### src/rtl/cnt10_ctrl_pkg.sv
`default_nettype none
`timescale 1ns/1ps
// ============================================================================
// Module      : cnt10_ctrl_pkg
// Description : Shared definitions for the cnt10 job controller: digit width,
//               largest legal decimal digit, FSM state type and a digit
//               range-check helper.
//               The PAUSE state exists only when CNT10_CTRL_PAUSE_EN is
//               defined.
// Revision    : 1.0 - initial release
// ============================================================================
package cnt10_ctrl_pkg;

  localparam int               DIGIT_W   = 4;
  localparam logic [DIGIT_W-1:0] DIGIT_MAX = 4'd9;

  // Explicit 3-bit encoding keeps state values stable across builds with
  // and without the pause feature.
  typedef enum logic [2:0] {
    ST_IDLE  = 3'd0,
    ST_LOAD  = 3'd1,
    ST_RUN   = 3'd2,
`ifdef CNT10_CTRL_PAUSE_EN
    ST_PAUSE = 3'd3,
`endif
    ST_DONE  = 3'd4
  } state_e;

  function automatic logic digit_ok(input logic [DIGIT_W-1:0] d);
    return (d <= DIGIT_MAX);
  endfunction

endpackage
`default_nettype wire

### src/rtl/cnt10_ctrl_rounds.sv
`default_nettype none
`timescale 1ns/1ps
// ============================================================================
// Module      : cnt10_ctrl_rounds
// Description : Remaining-round register. Loads a new round count, otherwise
//               decrements on request and saturates at zero.
// Ports       : clk, rst         - clock, synchronous active-high reset
//               load_i           - load load_val_i (priority over dec_i)
//               load_val_i       - round count captured at job start
//               dec_i            - one carry-out observed this cycle
//               rounds_left_o    - current remaining count
//               zero_o           - remaining count is zero
// Revision    : 1.0 - initial release
// ============================================================================
module cnt10_ctrl_rounds #(
  parameter int ROUND_W = 8
) (
  input  logic               clk,
  input  logic               rst,
  input  logic               load_i,
  input  logic [ROUND_W-1:0] load_val_i,
  input  logic               dec_i,
  output logic [ROUND_W-1:0] rounds_left_o,
  output logic               zero_o
);

  localparam logic [ROUND_W-1:0] C_ONE = {{(ROUND_W-1){1'b0}}, 1'b1};

  logic [ROUND_W-1:0] rounds_q;
  logic [ROUND_W-1:0] rounds_d;

  always_comb begin
    rounds_d = rounds_q;
    if (load_i) begin
      rounds_d = load_val_i;
    end else if (dec_i && (rounds_q != '0)) begin
      rounds_d = rounds_q - C_ONE;
    end
  end

  always_ff @(posedge clk) begin
    if (rst) begin
      rounds_q <= '0;
    end else begin
      rounds_q <= rounds_d;
    end
  end

  assign rounds_left_o = rounds_q;
  assign zero_o        = (rounds_q == '0);

endmodule
`default_nettype wire

### src/rtl/cnt10_ctrl.sv
`default_nettype none
`timescale 1ns/1ps
// ============================================================================
// Module      : cnt10_ctrl
// Description : Job controller for an external decimal counter (cnt10).
//               A job loads a preset digit, lets the counter pass a number
//               of carry-outs, then stops it on a chosen digit.
//               Optional feature macro: CNT10_CTRL_PAUSE_EN adds the pause
//               input and a PAUSE state that freezes counting.
// Ports       : clk, rst              - clock, synchronous active-high reset
//               start, abort          - job request / cancel
//               preset, rounds, stop_q- job parameters (captured on start)
//               pause                 - hold counting (macro builds only)
//               cnt_q, cnt_cout       - counter value and carry-out
//               cnt_en, cnt_load,
//               cnt_d                 - counter controls
//               busy, done, err       - status (done/err are 1-cycle pulses)
//               rounds_left           - carry-outs still to pass
// Revision    : 1.0 - initial release
// ============================================================================
module cnt10_ctrl
  import cnt10_ctrl_pkg::*;
#(
  parameter int ROUND_W = 8
) (
  input  logic               clk,
  input  logic               rst,
  input  logic               start,
  input  logic               abort,
  input  logic [DIGIT_W-1:0] preset,
  input  logic [ROUND_W-1:0] rounds,
  input  logic [DIGIT_W-1:0] stop_q,
`ifdef CNT10_CTRL_PAUSE_EN
  input  logic               pause,
`endif
  input  logic [DIGIT_W-1:0] cnt_q,
  input  logic               cnt_cout,
  output logic               cnt_en,
  output logic               cnt_load,
  output logic [DIGIT_W-1:0] cnt_d,
  output logic               busy,
  output logic               done,
  output logic               err,
  output logic [ROUND_W-1:0] rounds_left
);

  state_e             state_q;
  state_e             state_d;
  logic [DIGIT_W-1:0] preset_dig_q;
  logic [DIGIT_W-1:0] stop_dig_q;
  logic               err_q;

  logic               start_ok;
  logic               accept;
  logic               reject;
  logic               rounds_zero;
  logic               at_stop;
  logic               dec;

  assign start_ok = digit_ok(preset) && digit_ok(stop_q);
  assign accept   = (state_q == ST_IDLE) && start && start_ok;
  assign reject   = (state_q == ST_IDLE) && start && !start_ok;
  assign at_stop  = rounds_zero && (cnt_q == stop_dig_q);

  // Counter controls are combinational so that abort and rst freeze the
  // counter in the very cycle they are seen, leaving its value untouched.
  always_comb begin
    state_d  = state_q;
    cnt_en   = 1'b0;
    cnt_load = 1'b0;
    dec      = 1'b0;
    case (state_q)
      ST_IDLE: begin
        if (accept) state_d = ST_LOAD;
      end
      ST_LOAD: begin
        if (abort) begin
          state_d = ST_IDLE;
        end else begin
          cnt_load = 1'b1;
          state_d  = ST_RUN;
        end
      end
      ST_RUN: begin
        if (abort) begin
          state_d = ST_IDLE;
        end else if (at_stop) begin
          state_d = ST_DONE;
`ifdef CNT10_CTRL_PAUSE_EN
        end else if (pause) begin
          state_d = ST_PAUSE;
`endif
        end else begin
          cnt_en = 1'b1;
          dec    = cnt_cout;
        end
      end
`ifdef CNT10_CTRL_PAUSE_EN
      ST_PAUSE: begin
        if (abort) begin
          state_d = ST_IDLE;
        end else if (!pause) begin
          state_d = ST_RUN;
        end
      end
`endif
      ST_DONE: begin
        state_d = ST_IDLE;
      end
      default: begin
        state_d = ST_IDLE;
      end
    endcase
    if (rst) begin
      cnt_en   = 1'b0;
      cnt_load = 1'b0;
      dec      = 1'b0;
    end
  end

  always_ff @(posedge clk) begin
    if (rst) begin
      state_q      <= ST_IDLE;
      preset_dig_q <= '0;
      stop_dig_q   <= '0;
      err_q        <= 1'b0;
    end else begin
      state_q <= state_d;
      err_q   <= reject;
      if (accept) begin
        preset_dig_q <= preset;
        stop_dig_q   <= stop_q;
      end
    end
  end

  cnt10_ctrl_rounds #(
    .ROUND_W (ROUND_W)
  ) u_rounds (
    .clk           (clk),
    .rst           (rst),
    .load_i        (accept),
    .load_val_i    (rounds),
    .dec_i         (dec),
    .rounds_left_o (rounds_left),
    .zero_o        (rounds_zero)
  );

  assign cnt_d = preset_dig_q;
  assign busy  = (state_q != ST_IDLE);
  assign done  = (state_q == ST_DONE);
  assign err   = err_q;

endmodule
`default_nettype wire

### config.mk
export PLATFORM = sky130hd
export DESIGN_NAME = cnt10_ctrl
export DESIGN_NICKNAME = d
export VERILOG_FILES = /design/src/rtl/cnt10_ctrl_pkg.sv /design/src/rtl/cnt10_ctrl_rounds.sv /design/src/rtl/cnt10_ctrl.sv
export SDC_FILE = /design/constraint.sdc
export NUM_CORES = 1
export LEC_CHECK = 0
export CAP_MARGIN = 25
export CORE_MARGIN = 3
export CORE_UTILIZATION = 46
export CTS_CLUSTER_SIZE = 16
export DETAILED_ROUTE_END_ITERATION = 10
export GPL_ROUTABILITY_DRIVEN = 0
export GPL_TIMING_DRIVEN = 0
export PLACE_DENSITY = 0.84
export SYNTH_ARGS = -nofsm -noshare
export SYNTH_HDL_FRONTEND = slang
export SYNTH_SLANG_ARGS = --single-unit
### constraint.sdc
create_clock -name clk -period 3.5 [get_ports clk]
set_clock_uncertainty 0.1 [all_clocks]
set_input_delay 0.7 -clock clk [delete_from_list [all_inputs] [get_ports clk]]
set_output_delay 0.7 -clock clk [all_outputs]
set_load 0.02 [all_outputs]
==> results_dict.tcl <==
set metrics [dict create \
    yosys_warnings 0 \
    max_slew.worst_pin.slew_ps 739 \
    pin_count_of_the_biggest_net_entering_global_routing 11 \
    avgRoutedWirePerCell_um 14.9 \
    synth.largest_area_cell "dfxtp_1" \
    coreArea_um2 2080 \
    synth-edff-count 0 \
    final.min_clock_period_ps 3240 \
    antenna_cells_inserted 0 \
    mappedNetlistNets 146 \
    post_layout_nonfiller_instances 190 \
    detail_route.drc_violations 0 \
    floorplan.die_area_um2 2960 \
    cts_max_path_buffers 2 \
    drtAntennaViolNets 0 \
    final-hold-violation-count 0 \
    clock_latency_reported_for_the_late_side_of_the_worst_skew_pair_ps 300 \
    power_per_cell_area_nw_per_um2 336 \
    syn_to_final_growth_pct 44.4 \
    cellLeakagePower_nw 0.592 \
    synth_sequential_area_ratio_pct 37.2 \
    tritoncts_num_sinks 20 \
    grt_antenna_before_repair 0 \
    synth.ff_latch_count 20 \
    syn-instance-count 119 \
    critPathMaxFanout 5 \
    worst_hold_path_type "reg -> reg" \
    cts_made_buffers 3 \
    maximum_level_of_the_cts_h_tree 1 \
    gr-total-overflow 0 \
    maxSlewHeadroom_pct 50.0 \
    die_y_um 54.4 \
    avgViaCountPerCell 5.62 \
    outcome "finished, final reports clean" \
    1st_pass_router_iterations 4 \
    clock.fmax_mhz 309 \
    final.fill_count 173 \
    first_global_vias 1081 \
    cp.arrival_ps 2440 \
    num_rows 16 \
    drt_first_iter_violations 18 \
    rsz_0062_raised_after_global_routing "false" \
    worst_vdd_ir_mv 0.294 \
    post_synth.cell_area_avg_um2 9.04 \
    start_util_pct 51.7 \
    synth_area_um2 1080 \
    critical_path_class "reg -> out" \
    design.portCount 42 \
    final_report_max_slew_violation_count 0 \
    nNetsFinal 192 \
    cp.required_ps 2700 \
    post_route_cells_drive_above_1_share_pct 8.59 \
    ctsRootBufferMaster "clkbuf_4" \
    netlist.area_leader.share_pct 37.2 \
    synthTopCellsByArea "dfxtp_1 37%, mux2i_1 7.4%, nor2_1 5.6%" \
    cts_setup_buffers 0 \
    cp-end-kind "primary output" \
    portBuffers 41 \
    routed-via-count 1067 \
    timing.max_cap.violations 0 \
    critical_path.startpoint_type "register" \
    cts_hold_buffers 0 \
    clock_tree_from_tritoncts "done" \
    clkTransAtPathRegs_ps 100 \
    place_hpwl_um 2220 \
    synthDistinctLibCells 38 \
    setup-violations-final 0 \
    dp_cells 187 \
    track_usage_pct 22.1 \
    async_flop_share_pct 0 \
    die-width_um 54.4 \
    dominantRegCellSynth "dfxtp_1" \
    grt_first_pass_wirelength_um 4730 \
    finalWirelength_um 2830 \
    final_min_period_over_clock_period_pct 92.4 \
    final_util_pct 74.6 \
]
## cell usage in the layout (no fill, tap or decap), types with 2 or more instances in the layout
master | Yosys | layout
a211oi_1 | 4 | 4
a311oi_1 | 3 | 3
a31o_2 | 2 | 2
clkbuf_1 | 3 | 3
clkbuf_4 | 0 | 3
clkdlybuf4s50_1 | 0 | 40
dfxtp_1 | 20 | 20
ha_1 | 2 | 2
inv_1 | 7 | 7
mux2i_1 | 8 | 8
nand2_1 | 3 | 3
nand4_1 | 3 | 3
nor2_1 | 16 | 16
nor2b_1 | 3 | 3
nor3_1 | 4 | 4
nor3b_1 | 3 | 3
nor4_1 | 3 | 2
nor4b_1 | 2 | 2
o2111ai_1 | 3 | 3
o21ai_0 | 3 | 3
or4_1 | 2 | 2
xnor2_1 | 3 | 3
xor2_1 | 4 | 4
## metrics by stage
stage / hold slack (ps) / area, µm² / worst slack, ps / total power [W] / setup TNS (ps)
6_report: 427 / 1550 / 265 / 0.000522 / 0
3_5_place_dp: 400 / 1520 / -85.0 / 0.000414 / -85.0
3_3_place_gp: 383 / 1520 / -72.2 / 0.000408 / -72.2
5_1_grt: 462 / 1550 / 134 / 0.000550 / 0
2_1_floorplan: 384 / 1080 / 852 / 0.000344 / 0
4_1_cts: 428 / 1550 / 273 / 0.000523 / 0
## power by group
part	switching (W)	internal [W]	leakage (nW)
Clock	0.0000700	0.0000401	0.0138
Combinational	0.0000772	0.0000778	0.414
Sequential	0.0000158	0.000241	0.163
Total	0.000163	0.000359	0.592
## logic make-up (layout without fill, tap and decap cells)
| kind of cell | after synthesis | after routing | share of synthesized area, % |
|---|---|---|---|
| compound gates | 25 | 25 | 19.8 |
| xor+xnor | 7 | 7 | 5.70 |
| mux | 8 | 8 | 7.44 |
| flops | 20 | 20 | 37.2 |
| fa+ha+maj | 2 | 2 | 2.33 |
| buf+inv | 12 | 56 | 4.30 |
| simple gates | 45 | 45 | 23.3 |
## flip-flops by register name, summed over array words and instances, names as in the netlist
| name | count |
|---|---|
| err | 1 |
| state_q | 3 |
| cnt_d | 4 |
| u_rounds.rounds_left_o | 8 |
| stop_dig_q | 4 |
## final cells by class
type	count	area, µm²	share of cell area [%]
Multi-Input combinational cell	87	642	41.3
Timing Repair Buffer	41	409	26.3
Sequential cell	20	400	25.8
Tap cell	27	33.8	2.17
Inverter	7	26.3	1.69
Clock buffer	3	22.5	1.45
Buffer	5	20.0	1.29
## Yosys cell counts (2+ instances only)
library cell  instances
dfxtp_1              20
nor2_1               16
mux2i_1               8
inv_1                 7
a211oi_1              4
nor3_1                4
xor2_1                4
a311oi_1              3
clkbuf_1              3
nand2_1               3
nand4_1               3
nor2b_1               3
nor3b_1               3
nor4_1                3
o2111ai_1             3
o21ai_0               3
xnor2_1               3
a31o_2                2
a31oi_1               2
ha_1                  2
nor4b_1               2
or4_1                 2
## worst paths after layout
kind                              from                        end  slack (ps)  cells after the start
max          u_rounds.rounds_left_o[0]                     cnt_en         260                      7
min                           cnt_d[2]                   cnt_d[2]         430                      2
max reg2reg                 state_q[2]  u_rounds.rounds_left_o[6]        1420                      4
min reg2reg                   cnt_d[2]                   cnt_d[2]         430                      2
## critical path, cell delays in order (launching register included)
cell,delay (ps)
dfxtp_1,370
inv_1,100
ha_1,160
or3b_2,520
nor4_2,340
a31oi_2,170
nor2b_1,150
dlygate4sd2_1,330
## layer usage
metal  up-vias  track usage [%]  wire [µm]
met5         -                0          0
met3         5             4.63        174
met1       492             24.5       1220
met4         0             10.8         48
li1        529                -          -
met2        41             39.4       1390
## what timing repair did
item | CTS | global route
endpoints found under the hold margin | 0 | 0
setup endpoints to repair | 1 | 0
resized for setup | 3 | 0
Power figures use the tool's default switching activity.
